--- config.mk ---
export PLATFORM = sky130hd
export DESIGN_NAME = fetch_unit
export DESIGN_NICKNAME = d
export VERILOG_FILES = /design/src/rtl/fetch_unit.sv
export SDC_FILE = /design/constraint.sdc
export NUM_CORES = 1
export LEC_CHECK = 0
export CORE_AREA = 2 2 73 103
export CTS_CLUSTER_SIZE = 24
export DETAILED_ROUTE_END_ITERATION = 7
export DIE_AREA = 0 0 75 105
export PLACE_DENSITY_LB_ADDON = 0.12
export SYNTH_ARGS = -nofsm -noshare
export SYNTH_HDL_FRONTEND = slang
export SYNTH_SLANG_ARGS = --single-unit
--- constraint.sdc ---
create_clock -name clk -period 2.4 [get_ports clk]
set_clock_uncertainty 0.15 [all_clocks]
set_input_delay 0.48 -clock clk [delete_from_list [all_inputs] [get_ports clk]]
set_output_delay 0.48 -clock clk [all_outputs]
set_load 0.01 [all_outputs]
--- src/rtl/fetch_unit.sv ---
// Instruction-fetch stage: owns the PC, talks req/done to a variable-latency
// instruction memory, holds one instruction for decode, handles redirects and HALT.
module fetch_unit #(
  parameter logic [15:0] RESET_PC  = 16'h0000,
  parameter logic [15:0] NOP_INSTR = 16'b0000100000000000,
  parameter logic [4:0]  HALT_OPC  = 5'b00000
) (
  input  logic        clk,
  input  logic        rst,
  output logic        imem_req,
  output logic [15:0] imem_addr,
  input  logic [15:0] imem_data,
  input  logic        imem_done,
  input  logic        stall_in,
  input  logic        redirect_in,
  input  logic [15:0] redirect_pc,
  output logic [15:0] instr_out,
  output logic [15:0] pc_out,
  output logic        valid_out,
  output logic        imem_stall_out,
  output logic        halted,
  output logic [1:0]  dbg_state
);

  typedef enum logic [1:0] {
    S_FETCH = 2'd0,
    S_FULL  = 2'd1,
    S_HALT  = 2'd2
  } state_e;

  state_e      state_q, state_d;
  logic [15:0] pc_q, pc_d;
  logic [15:0] req_addr_q, req_addr_d;
  logic [15:0] instr_q, instr_d;
  logic [15:0] pcout_q, pcout_d;
  logic        squash_q, squash_d;
  logic        valid_q, valid_d;

  logic [15:0] pc_plus2;
  logic [15:0] redirect_tgt;

  assign pc_plus2     = pc_q + 16'd2;
  assign redirect_tgt = redirect_pc & 16'hFFFE;

  always_ff @(posedge clk) begin
    if (rst) begin
      state_q    <= S_FETCH;
      pc_q       <= RESET_PC;
      req_addr_q <= RESET_PC;
      instr_q    <= NOP_INSTR;
      pcout_q    <= 16'h0000;
      squash_q   <= 1'b0;
      valid_q    <= 1'b0;
    end else begin
      state_q    <= state_d;
      pc_q       <= pc_d;
      req_addr_q <= req_addr_d;
      instr_q    <= instr_d;
      pcout_q    <= pcout_d;
      squash_q   <= squash_d;
      valid_q    <= valid_d;
    end
  end

  always_comb begin
    state_d    = state_q;
    pc_d       = pc_q;
    req_addr_d = req_addr_q;
    instr_d    = instr_q;
    pcout_d    = pcout_q;
    squash_d   = squash_q;
    valid_d    = valid_q;
    if (redirect_in) begin
      pc_d    = redirect_tgt;
      valid_d = 1'b0;
      state_d = S_FETCH;
      if (state_q == S_FETCH) begin
        if (imem_done) begin
          squash_d = 1'b0;
        end else begin
          // Freeze the in-flight address; a second redirect keeps the first one.
          squash_d = 1'b1;
          if (!squash_q) req_addr_d = pc_q;
        end
      end
    end else begin
      case (state_q)
        S_FETCH: begin
          if (imem_done) begin
            if (squash_q) begin
              squash_d = 1'b0;
            end else begin
              instr_d = imem_data;
              pcout_d = pc_plus2;
              valid_d = 1'b1;
              if (imem_data[15:11] == HALT_OPC) begin
                state_d = S_HALT;
              end else begin
                pc_d    = pc_plus2;
                state_d = S_FULL;
              end
            end
          end
        end
        S_FULL: begin
          if (!stall_in) begin
            valid_d = 1'b0;
            state_d = S_FETCH;
          end
        end
        S_HALT: begin
          if (!stall_in) valid_d = 1'b0;
        end
        default: state_d = S_FETCH;
      endcase
    end
  end

  // Request is suppressed while reset is held so it first rises after reset drops.
  always_comb begin
    imem_req       = (state_q == S_FETCH) && !rst;
    imem_addr      = squash_q ? req_addr_q : pc_q;
    valid_out      = valid_q;
    instr_out      = valid_q ? instr_q : NOP_INSTR;
    pc_out         = valid_q ? pcout_q : 16'h0000;
    imem_stall_out = ~valid_q;
    halted         = (state_q == S_HALT);
    dbg_state      = state_q;
  end

endmodule

After elaboration in Yosys (flattened, before gate mapping)
Index checks and enable logic that the tools add are counted.

$add $sub $neg: 1. Eq/ne operators: 8. Muxes and demuxes: 22. Bitwise operators: 6. Reductions and logical operators: 16.

Operators by type and width (count): $mux 16 (8); $reduce_and 4->1 (5); $add 16x2->16 const B (1); $ne 2x2->1 const B (6); $mux 1 (8); $mux 2 (4); $not 1->1 (6); $pmux 2 s3 (1); $reduce_bool 2->1 (3); $logic_not 5->1 (1); $reduce_or 2->1 (2); $reduce_and 3->1 (1); $eq 2x1->1 const B (1); $eq 2x2->1 const B (1); $logic_not 2->1 (1); $pmux 1 s2 (1); $reduce_and 2->1 (1); $logic_and 1x1->1 (1); $logic_not 1->1 (1).

Bits in registers: 68. Input bits: 37. Logic and storage cells: 61.

Longest topological paths before layout
Gate-level depths: netlist of the first run.

Depth after elaboration: 6. Gate-level depth with buffers: 8. Depth with buffers taken out: 6.

Least setup slack after synthesis of the first run
OpenSTA, ideal clock, no wires.

Path type: flip-flop to flip-flop. Start: register pc_q[1]. End: register pc_q[11]. Arrival: 1.783 ns. Path slack: 0.393 ns. Cell stages (with the launch flop): 6. Path buffers: 0. Cells stage by stage: dfxtp_1 -> ha_1 -> nand3_1 -> or3_1 -> or4_1 -> a31oi_1.

Word-level cells in the longest chain between the ends: 6.

Ends and longest elaborated chain: from (decl) (RTL line 32) `logic [15:0] pc_q, pc_d;`; from (signal assigned) (RTL line 56) `pc_q <= pc_d;`; $add 16x2->16 (RTL line 42) `assign pc_plus2 = pc_q + 16'd2;`; $mux 16 (RTL line 96) `if (imem_data[15:11] == HALT_OPC) begin`; $mux 16 (RTL line 90) `if (squash_q) begin`; $mux 16 (RTL line 89) `if (imem_done) begin`; $mux 16 (RTL line 87) `case (state_q)`; $mux 16 (RTL line 73) `if (redirect_in) begin`.

No other way between the ends. The select of a mux whose other input is x is not followed. A chain may end at the register's enable or synchronous reset.

Worst setup path after layout of the first run
Start: register squash_q. End: output port imem_addr[1].

Word-level cells in the longest chain between the ends: 1.

Ends and longest elaborated chain: from (decl) (RTL line 36) `logic squash_q, squash_d;`; from (signal assigned) (RTL line 60) `squash_q <= squash_d;`; $mux 16; to (decl) (RTL line 11) `output logic [15:0] imem_addr,`.

No other way between the ends.

==> results of run 1 <==
==> cells in the final DEF, fill, tap and decap left out, types with 6 or more instances in the layout <==
master | synthesis | routed
a21oi_1 | 20 | 20
nand3_1 | 6 | 6
nand2_1 | 47 | 47
dfxtp_1 | 66 | 62
inv_1 | 14 | 14
clkdlybuf4s50_1 | 0 | 85
a211oi_1 | 20 | 20
nor2_1 | 38 | 38
mux2_2 | 12 | 12
xor2_1 | 6 | 6
buf_4 | 1 | 19
nor3_1 | 41 | 41
o21ai_0 | 7 | 7
xnor2_1 | 7 | 7
and2_1 | 32 | 32
clkbuf_8 | 0 | 10
==> area by class of cell <==
cell class | instances | area share [%]
sequential | 66 | 28.8
multi-input combinational | 293 | 38.7
clock inverter | 5 | 1.68
tap | 95 | 2.58
timing repair buffer | 111 | 24.0
inverter | 14 | 1.14
clock buffer | 11 | 3.07
==> sequential cells by signal (all words and copies together) (netlist names) <==
name,cells
pc_q,15
instr_q,16
valid_out,1
pcout_q,15
dbg_state,2
squash_q,1
req_addr_q,16
==> per-layer routing <==
layer / wire (um) / GRT usage (%) / share of wire, % / vias up
met2: 4050 / 35.0 / 49 / 93
met1: 3650 / 28.0 / 44 / 1423
li1: - / - / - / 1590
met5: 0 / 0 / 0 / -
met4: 139 / 8.42 / 1.7 / 0
met3: 453 / 3.57 / 5.5 / 14
==> cells by family after synthesis <==
| kind of cell | synth area share (%) |
|---|---|
| buf+inv | 5.41 |
| flops | 40.5 |
| mux | 4.14 |
| simple gates | 29.3 |
| compound gates | 15.5 |
| other cells | 0.115 |
| fa+ha+maj | 1.53 |
| xor+xnor | 3.49 |
==> power by group through the flow <==
stage          Combinational [mW]  Clock (mW)  Sequential, mW
4_1_cts                     0.473        1.04            1.22
6_report                    0.469        1.03            1.22
2_1_floorplan               0.257           0            1.23
3_5_place_dp                0.467           0            1.25
5_1_grt                     0.515        1.08            1.23
3_3_place_gp                0.459           0            1.24
==> synth_stat cells, drive strengths merged, types with 2 or more instances <==
cell,instances
mux2,12
and2,32
a311oi,5
a2111oi,3
ha,4
o21a,2
nand3b,3
a21oi,20
nor2,38
o211ai,3
nand4,4
or4,2
and4,3
nor3,41
or3,6
nor4,2
nand2b,2
nand3,6
buf,5
inv,14
clkbuf,26
o21ai,7
xnor2,7
a31oi,3
dfxtp,66
a22oi,2
nand2,47
a211oi,20
xor2,6
==> critical path: cells and delay by family, from the launching register on <==
kind / cells / cell delay [ns]
buffers and inverters: 2 / 0.65
flip-flops: 1 / 0.37
multiplexers: 1 / 0.36
==> per-stage QoR <==
stage / power [mW] / instance area (um2) / setup TNS (ns) / hold WS [ns] / setup slack [ns]
4_1_cts: 2.73 / 4600 / 0 / 0.297 / 0.00322
6_report: 2.72 / 4600 / 0 / 0.293 / 0.0513
5_1_grt: 2.83 / 4600 / 0 / 0.310 / 0.00144
3_5_place_dp: 1.71 / 4360 / -0.0751 / 0.286 / -0.0320
3_3_place_gp: 1.70 / 4360 / -0.0925 / 0.281 / -0.0501
2_1_floorplan: 1.49 / 3260 / 0 / 0.273 / 0.393
==> timing repair <==
| item | 4_1_cts | 5_1_grt |
|---|---|---|
| hold endpoints to repair | 0 | 0 |
| setup buffers | 0 | 0 |
| setup endpoints to repair | 14 | 28 |
| gates resized for setup | 4 | 4 |
==> worst max-delay path by stage <==
stage / startpoint / endpoint / slack, ns / cells past startpoint
floorplan: pc_q[1] / pc_q[11] / 0.39 / 5
global placement: imem_data[12] / pc_q[9] / -0.05 / 7
detailed placement: imem_data[12] / pc_q[9] / -0.03 / 7
CTS: valid_out / pc_out[3] / 0.003 / 3
global route: squash_q / imem_addr[2] / 0.001 / 3
finish: squash_q / imem_addr[1] / 0.05 / 3
==> impl_summary.md, run 1 <==
Outcome
The run finished with clean final reports.

Cells and area
In the final layout, the multi-input gates occupy ~1800 um2. The number of filler cells placed in the layout is slightly above 600. The final layout net count is 536. Once layout is complete, the cells apart from fillers number about 600. Once layout is complete, the utilization of the core stands at roughly two thirds. The area taken by flip-flops and latches is 1330 um2. The ratio of cells with drive above 1 in the final layout is about an eighth. The antenna diode count is 0. The area growth from synthesis to final layout is 41.1%.

Min path
In this run the most critical hold path is launched from req_addr_q[0]. Counting instances, the worst hold path has a depth of 1. The worst hold path endpoint is req_addr_q[0]. The classification of the worst-slack hold path is flip-flop to flip-flop.

Setup path
The startpoint of the lowest-slack register-to-register path is pc_q[2]. By startpoint and endpoint, the worst setup path is classified as flip-flop to output pin. The kind of launch point of the worst setup path is a flip-flop. In this run the critical register-to-register path is captured at pc_q[11]. STA classifies the critical path endpoint as an output pin. The delay of the slowest critical-path stage is roughly 0.48 ns.

Traced cell by cell, the critical path runs through buf_12 > mux2_2 > clkdlybuf4s50_1. For flop-to-flop paths, the worst setup slack is approximately 0.24 ns. For the worst setup path, the data required time is 1.77 ns. The peak fanout along the critical path is 21. Data arrives at the worst endpoint at between 1.5 and 2 ns. The worst register-to-register path has a depth of 5. The library cell contributing the largest single delay on the critical path is clkdlybuf4s50_1.

Logic synthesis
The proportion of netlist area held by the largest area contributor is 40.5%. Ranked by total cell area, the synthesized netlist is headed by dfxtp_1 (40%), nor3_1 (6.3%), and2_1 (6.1%). The cell taking the most area after synthesis is dfxtp_1.

Counting every net in the synthesized netlist gives around 450. The register area share after synthesis is approximately 40%. Yosys printed 0 warnings.

The count of different cell masters after synthesis is 48. After synthesis, the share of flip-flops with an asynchronous set or reset is 0%. The number of register bits inferred by synthesis is 66. The cell count after synthesis is 404.

In this run the mean area of a mapped cell was approximately 8.1 um2. The leading register cell type out of synthesis is dfxtp_1. Summing every instance area after synthesis gives 3260 um2. The count of flip-flops with a built-in enable after synthesis is 0.

Placement
Input and output buffers added on the ports amount to 88. Routability-driven placement finished with a final weighted congestion of ~0.86. The placed instance count is 579.

The wire-length estimate of the detail-placed layout is just under 6000 um.

Clock network
The clock-pin slew reported for the worst setup and hold paths after clock tree synthesis is approximately 0.07 ns. Clock latency on the worst-skew pair, taken at its later pin, is 0.33 ns. The tree built by TritonCTS fans out to 66 sinks.

CTS built an H-tree with a depth of 3. TritonCTS built the clock tree. Buffers inserted to repair hold after CTS numbered 0. The buffer type at the clock tree root is clkbuf_8. The longest clock path from root to sink contains 2 buffers.

TritonCTS created 9 clock buffers.

Routing
The antenna violation net count after detailed routing is 0. The post-detailed-routing wire length is between 8000 and 9000 um. After detailed routing, the number of remaining DRC violations is 0. The number of DRC violations after detailed-routing iteration 0 is around 100. For this run, the detailed router's first-pass iteration total came to 4.

The number of vias after detailed routing is 3120. The detail-routed via count per cell is 5.24. The routed length per placed instance is between 10 and 15 um.

Timing
The final count of hold timing violations is 0. The max-slew violation count is 0. For this run, the top clock speed supported by timing is approximately 430 MHz. Setup repair after global routing left no endpoint under its margin. The minimum period implied by the final worst setup slack is about 2.3 ns. Setup violations remaining at the end of the flow were counted as 0. The ratio of final minimum period to clock period is a little over nine tenths.

Power
In this run the power density over the cells is about 590 nW/um2. The internal power consumption is ~2.0 mW. The net switching power of the design is just under 700 uW. In this run switching power makes up between 20 and 30% of total power.

The proportion of power drawn by flip-flops and latches is between 40% and 50%. The analysis attributes to cell leakage a power of approximately 1.7 nW. Combinational logic is responsible for between 10% and 20% of the overall power. IR analysis of the VDD net gives a maximum drop of approximately 0.42 mV. The clock power share is roughly 38%.

GRT
Entering global routing, the biggest net connects 45 pins. The wire length of the first global-routing pass is approximately 14000 um. The initial antenna violation count was 0. In the global route stage, overall resource usage came out at a little over a fifth. For this run the aggregate overflow at the end of global routing stands at 0.

The number of global-route vias before repair is 2884.

Floorplan
The total area inside the core boundary comes to just under 7000 um2. The floorplan step set the die height to around 110 um. The floorplan step set the die width to around 75 um. The number of primary I/O pins is slightly above 90. The die covers a little under 8000 um2. The starting utilization of the core area is between 40 and 50%. The site row count is 36.

Flow run
The count of maximum capacitance violations is 0.
Note: power is estimated with default switching activity, not from simulation.
==> inputs of run 2 (changes only) <==
Settings changed: ABC_CLOCK_PERIOD_IN_PS set to 2500.
Clock period 2.4 ns to 2.5 ns, I/O delays scaled along.
==> run 2 against run 1 <==
Effect of this change:
- via count is 0.93% lower
- clock power shrank 8%
- routed wire length is 0.87% higher
- register-to-register slack improved by 0.15 ns
- global-route usage is 0.77 points higher
- final area decreased by 1.1%
- critical path depth unchanged
- die area unchanged
- final cell count shrank 0.50%
- worst hold slack lost 0.0053 ns
- critical path type unchanged
- largest power group unchanged
==> impl_summary.md, run 2 (same netlist as run 1, synthesis figures left out) <==
GRT
The total routing usage reported by global routing is 22.4% (+0.77 points). The maximum number of pins on one net before global-route repair was 65 (+44%). The number of global-route vias before repair came to 2908 (+0.83%). The wire length of the first global-routing pass is 13800 um (+1.5%). The initial antenna violation count is 0 (unchanged). The residual overflow from global routing is 0 (unchanged).

Routing
The first-pass iteration count of the detailed router is 4 (unchanged). The detail-routed via count per cell is 5.22 (-0.43%). The detailed route wirelength on metal2 is 4300 um (+6.1%).

The met3 layer wire length in the routed design is 462 um (+2.0%). The routed length per placed instance is 14.1 um (+1.4%). The DRC violations left was 0 (unchanged).

The total routed wire length on the met1 layer was 3510 um (-3.8%). The number of vias after detailed routing is 3091 (-0.93%). The number of DRC violations after detailed-routing iteration 0 came to 135 (+32%). The post-detailed-routing wire length is 8360 um (+0.87%). The antenna violation net count after detailed routing came to 0 (unchanged).

In this run the top signal layer used is met4.

Cells and area
The share of the core filled with cells is 66.1% (-0.73 points). The final instance area is 4550 um2 (-1.1%). The number of filler cells placed in the layout is 628 (+1.1%).

The commonest non-fill, non-tap cell in the layout is clkdlybuf4s50_1. The final layout net count was 534 (-0.37%). The ratio of cells with drive above 1 in the final layout is 11.9% (-0.53 points).

In the final layout, the registers with the most flip-flops are instr_q (16), req_addr_q (16). The library cells used most frequently in the layout, excluding fill and tap cells, are clkdlybuf4s50_1 (86), dfxtp_1 (63), nand2_1 (47), nor3_1 (41), nor2_1 (38). The area growth from synthesis to final layout is 39.6%. The area taken by flip-flops and latches is 1330 um2 (about the same). The area taken by multi-input logic gates is 1780 um2 (-0.49%). The final instance count without filler cells was 592 (-0.50%). The antenna diode count is 0 (unchanged).

Timing
The final count of hold timing violations is 0 (unchanged). The minimum period implied by the final worst setup slack is approximately 2.4 ns. The setup violation total in the final timing report is 0 (unchanged). Setup repair after global routing left no endpoint under its margin.

Headroom to the max-slew limit came out at between 50% and 60%. The ratio of final minimum period to clock period is 95.1%. The max-slew violation count came to 0 (unchanged).

The worst hold slack across all endpoints is 0.287 ns (-0.00531 ns). The actual slew at the worst max-slew pin is ~0.62 ns. Static timing analysis puts the maximum clock frequency at 421 MHz.

Clock network
The clock tree buffer depth is 2 (unchanged). The CTS buffer count came to 9 (unchanged). The clock latency of the later-clocked register in the worst-skew pair came to 0.34 ns (about the same).

The cell sitting at the root of the clock tree is a clkbuf_8. TritonCTS built the clock tree. The count of buffers added by post-CTS timing repair for setup came to 0 (unchanged).

The clock-pin slew reported for the worst setup and hold paths after clock tree synthesis came to 0.07 ns (about the same). The maximum level of the CTS H-tree is 3 (unchanged). The count of clock tree sinks is 66 (unchanged).

Setup path
The peak fanout along the critical path is 25 (+19%). The kind of launch point of the worst setup path is a flip-flop. In this run the critical register-to-register path is launched from pc_q[1]. The critical path endpoint category is an output pin.

The delay of the slowest critical-path stage is 0.53 ns (+0.05 ns). The critical path data required time is 1.85 ns (+0.08 ns). The reg-to-reg endpoint is pc_q[11]. On the critical path, the stage with the largest delay is an instance of clkdlybuf4s50_1. The data arrival time of the critical path is 1.73 ns (about the same). The critical path goes through buf_12 > and2_1 > clkdlybuf4s50_1. The setup slack on the worst flop-to-flop path is 0.39 ns (+0.15 ns).

The depth of the most critical reg-to-reg path came to 5 (unchanged). The critical path class is flip-flop to output pin.

Floorplan
The height of the chip came to 105 um (unchanged). The site row count was 36 (unchanged). The area of the die is 7880 um2 (unchanged).

The starting utilization of the core area is 47.3% (unchanged). The die width is 75 um (unchanged). The floorplan core area is 6890 um2 (unchanged). The number of primary I/O pins came to 91 (unchanged).

Placement
The placed wire-length estimate after detailed placement is 5790 um (-1.8%). The count of input and output buffers is 88 (unchanged). The routability congestion estimate from global placement is 0.876 (+1.7%). The placed instance count is 577 (-0.35%).

The placed cell area is 4340 um2 (-0.63%).

Outcome
The run finished with clean final reports.

Power
The total power per unit cell area is 563 nW/um2 (-4.6%). The power after layout is 2.56 mW (-5.7%). The static power due to leakage is 1.65 nW (-2.3%). The maximum ir drop on the vdd rail is 0.470 mV (+11%).

Min path
The worst hold path cell count came to 1 (unchanged). The worst hold path endpoint is req_addr_q[0]. The min-delay analysis places its worst path in the category flip-flop to flip-flop. The startpoint identified for the worst hold timing path is req_addr_q[0].

Flow run
The count of maximum capacitance violations is 0 (unchanged).
run 2: power breakdown:
group / switching [mW] / internal (mW) / leakage (nW)
clock network: 0.400 / 0.550 / 0.105
logic: 0.207 / 0.227 / 1.01
registers: 0.0600 / 1.12 / 0.544
run 2: how the worst max path moves through the flow:
| stage | to | cells past startpoint | start | slack, ns |
|---|---|---|---|---|
| floorplan | pc_q[11] | 5 | pc_q[1] | 0.49 |
| global route | imem_addr[9] | 3 | pc_q[9] | 0.02 |
| finish | pc_out[10] | 3 | valid_out | 0.12 |
| detailed placement | pc_q[3] | 5 | imem_done | -0.26 |
| CTS | imem_req | 5 | dbg_state[0] | 0.06 |
| global placement | pc_q[12] | 5 | imem_done | -0.17 |
run 2: metrics by stage:
step,worst slack [ns],setup TNS [ns]
floorplan,0.493,0
global placement,-0.170,-0.646
detailed placement,-0.262,-1.17
CTS,0.0567,0
global route,0.0239,0
finish,0.124,0
run 2: routing by layer:
layer | up-vias | GRT usage (%)
met4 | 0 | 8.93
met2 | 88 | 37.9
met3 | 7 | 3.57
met5 | - | 0
li1 | 1580 | -
met1 | 1416 | 27.4
run 2: cell type report:
| type | count | area share, % |
|---|---|---|
| clock buffers | 9 | 2.72 |
| clock inverters | 6 | 1.81 |
| well taps | 95 | 2.61 |
| inverters | 14 | 1.15 |
| multi-input cells | 293 | 39.0 |
| flip-flops and latches | 66 | 29.1 |
| repair buffers | 109 | 23.6 |
run 2: worst max-delay path, delay by kind of cell (launching register included):
family                 cells  cell delay [ns]
AND/OR/NAND/NOR            1             0.13
flip-flops                 1             0.52
buffers and inverters      2             0.72
run 2: timing repair:
action | in CTS | in global routing
gates resized for setup | 2 | 4
setup endpoints to repair | 19 | 5
hold buffers | 0 | 0
==> inputs of run 3 (changes only) <==
Settings changed: ABC_AREA set to 1, CORE_AREA 2 2 73 103 to 2 2 74 104, DIE_AREA 0 0 75 105 to 0 0 76 106.
==> run 3 against run 2 <==
Effect of this change:
- flip-flop and latch count did not move
- non-clock buffer count fell by 8
- global-route usage barely moved
- routed wire length rose by 4.6%
- total power fell by 0.76%
- count of clock-buffer cells in the layout did not move
- first-iteration DRC count rose by 37%
- final area rose by 0.74%
- critical path depth did not move
- critical path type unchanged
- register-to-register slack improved by 0.29 ns
- critical endpoint is now imem_addr[4]
==> impl_summary.md, run 3 <==
Outcome
The run finished with clean final reports.

Logic synthesis
The fraction of the mapped netlist area in adder cells is 1.46% (-0.071 points). The register area share after synthesis is 38.6% (-1.9 points). The count of flip-flops with a built-in enable after synthesis was 0 (unchanged). The net count after synthesis is 578 (+30%).

The post-synthesis average cell area is 6.37 um2 (-21%). The cell taking the most area after synthesis is dfxtp_1. nand2_1 is the most common cell in the netlist.

The leading register cell type out of synthesis is dfxtp_1. The cell area after technology mapping is 3420 um2 (+4.8%). The number of register bits inferred by synthesis is 66 (unchanged). The post-synthesis async set-or-reset flop share is 0% (unchanged). The parity-gate share of the synthesized area counting xor and xnor cells is 0.512% (-3.0 points). The proportion of netlist area held by the largest area contributor came to 38.6% (-1.9 points). Counting instances in the post-synthesis netlist gives the leading cell types as nand2_1 (133), nor2_1 (74), inv_1 (68). The simple-gate share of the synthesized area was 31.1% (+1.7 points). After synthesis, the largest family of logic cells by area is simple AND/OR/NAND/NOR gates. The compound-gate portion of the synthesized area is 15.9% (+0.42 points).

The cell count after synthesis is 537 (+33%). The count of different cell masters after synthesis is 31 (-35%). The multiplexer area fraction after synthesis was 0% (-4.1 points).

Sorting the synthesized cells by area gives the leading types as dfxtp_1 (39%), nand2_1 (15%), nor2_1 (8.1%). The count of yosys warnings during synthesis is 0 (unchanged).

Floorplan
The die width is 76 um (+1.3%). The site row count came to 37 (+2.8%). The area of the die was 8060 um2 (+2.3%). The height of the chip is 106 um (+0.95%).

The number of primary I/O pins is 91 (unchanged). The starting utilization of the core area was 47.7% (+0.32 points). The floorplan core area was 7180 um2 (+4.1%).

GRT
The maximum number of pins on one net before global-route repair is 27 (-58%). The residual overflow from global routing is 0 (unchanged). The initial antenna violation count came to 0 (unchanged). The wire length of the first global-routing pass came to 14800 um (+7.2%).

The total routing usage reported by global routing is 22.4% (-0.026 points). The number of global-route vias before repair came to 3190 (+9.7%).

Clock network
The clock tree buffer depth was 2 (unchanged). The count of buffers added by post-CTS timing repair for setup came to 0 (unchanged). The CTS buffer count was 9 (unchanged). The buffer type at the clock tree root is clkbuf_8. The clock-pin slew reported for the worst setup and hold paths after clock tree synthesis came to 0.07 ns (about the same). The clock tree from TritonCTS is built.

The clock latency of the later-clocked register in the worst-skew pair is 0.34 ns (about the same). The maximum level of the CTS H-tree came to 3 (unchanged). The count of clock tree sinks is 66 (unchanged).

Routing
The DRC violations left came to 0 (unchanged). The number of vias after detailed routing came to 3466 (+12%). The detail-routed via count per cell is 4.79 (-8.3%). The routed length per placed instance is 12.1 um (-14%). The antenna violation net count after detailed routing was 0 (unchanged).

The number of DRC violations after detailed-routing iteration 0 is 185 (+37%). The post-detailed-routing wire length was 8750 um (+4.6%). The first-pass iteration count of the detailed router is 4 (unchanged).

Setup path
STA classifies the critical path startpoint as a flip-flop. The critical path data required time is 1.85 ns (about the same). The data arrival time of the critical path is 1.71 ns (-0.02 ns). The critical path class is flip-flop to output pin. The peak fanout along the critical path is 25 (unchanged).

STA classifies the critical path endpoint as an output pin.

Timing
The worst hold slack across all endpoints came to 0.301 ns (+0.0140 ns). The final count of hold timing violations came to 0 (unchanged). The aggregate negative setup slack was 0 ns (unchanged). The highest attainable clock frequency came to 423 MHz (+0.57%).

The minimum period implied by the final worst setup slack is 2.36 ns (-0.0134 ns). The max-slew violation count came to 0 (unchanged). The ratio of final minimum period to clock period is 94.5% (-0.53 points). Setup repair after global routing left no endpoint under its margin.

The setup violation total in the final timing report was 0 (unchanged).

Placement
The count of input and output buffers is 88 (unchanged). The placed wire-length estimate after detailed placement came to 6360 um (+9.8%). The routability congestion estimate from global placement is 0.908 (+3.6%).

Cells and area
The final layout net count is 663 (+24%). The top cell types in the final layout, fill and taps aside, are nand2_1 (133), clkdlybuf4s50_1 (88), nor2_1 (74), inv_1 (68), dfxtp_1 (65). The largest registers in the layout are instr_q (16), req_addr_q (16). The ratio of cells with drive above 1 in the final layout is 8.45% (-3.4 points). The antenna diode count is 0 (unchanged). The share of the core filled with cells is 63.9% (-2.1 points). The number of filler cells placed in the layout is 702 (+12%). The commonest non-fill, non-tap cell in the layout is nand2_1. The area growth from synthesis to final layout is 34.1%.

Power
The static power due to leakage is 2.13 nW (+29%). The total power per unit cell area is 555 nW/um2 (-1.5%). The maximum ir drop on the vdd rail is 0.407 mV (-13%).

Min path
The classification of the worst-slack hold path is flip-flop to flip-flop.

Flow run
The count of maximum capacitance violations is 0 (unchanged).
-- run 3: changes by cell type in the layout (fill, tap and decap cells not counted), moves of 14 or more --
cell      before  now
o21ai_1        0   14
a211oi_1      20    2
nor3_1        41    0
nand2_1       47  133
o21ai_0        7   50
inv_1         14   68
nand3_1        6   26
nor2_1        38   74
and2_1        32    0
a21oi_1       19   36
-- run 3: routing by layer --
metal	track usage (%)	part of all wire, %
met1	27.4	45
met2	39.0	49
met3	4.41	5.0
met4	8.18	1.6
met5	0	0
-- run 3: worst paths after layout --
check           startpoint       endpoint  slack, ns  cells past startpoint
max               squash_q   imem_addr[4]       0.14                      3
min          req_addr_q[2]  req_addr_q[2]       0.30                      2
max reg2reg   dbg_state[1]     pcout_q[1]       0.68                      9
min reg2reg  req_addr_q[2]  req_addr_q[2]       0.30                      2
-- run 3: stage by stage --
stage	instances	power (mW)	setup slack (ns)	cell area [um2]
final	724	2.54	0.137	4590
after global routing	724	2.68	0.0110	4590
after CTS	724	2.56	0.0455	4590
after detailed placement	708	1.68	0.166	4390
after global placement	708	1.67	0.236	4390
after floorplan	537	1.49	0.769	3420
-- run 3: cells by family (layout without fill, tap and decap cells) --
| logic type | after synthesis | count (layout) |
|---|---|---|
| AO/OA/AOI/OAI | 106 | 106 |
| adder cells (fa/ha/maj) | 4 | 4 |
| buffers and inverters | 104 | 194 |
| XOR/XNOR | 2 | 2 |
| flip-flops | 66 | 66 |
| AND/OR/NAND/NOR | 254 | 254 |
| other | 1 | 1 |
-- run 3: cell type report --
type | count | area, um2 | share of cell area (%)
clock buffer | 9 | 124 | 2.70
inverter | 77 | 290 | 6.33
sequential | 66 | 1320 | 28.8
multi-input combinational | 367 | 1680 | 36.6
clock inverter | 7 | 70.1 | 1.53
timing repair buffer | 101 | 982 | 21.4
tap | 97 | 121 | 2.65
-- run 3: power breakdown --
group          internal [mW]  leakage [nW]  switching [mW]
clock                  0.458        0.0990           0.424
sequential              1.13         0.543          0.0521
combinational          0.217          1.49           0.263
-- run 3: repair_timing --
| item | 4_1_cts | 5_1_grt |
|---|---|---|
| setup endpoints to repair | 2 | 12 |
| hold endpoints to repair | 0 | 0 |
| cloned | 0 | 0 |
| gates resized for setup | 1 | 1 |
| pin swaps | 0 | 0 |
| hold buffers | 0 | 0 |
-- run 3: worst max-delay path, stage by stage (launching register included) --
cell	delay [ns]
dfxtp_2	0.36
buf_6	0.17
o21ai_0	0.26
clkdlybuf4s50_1	0.59
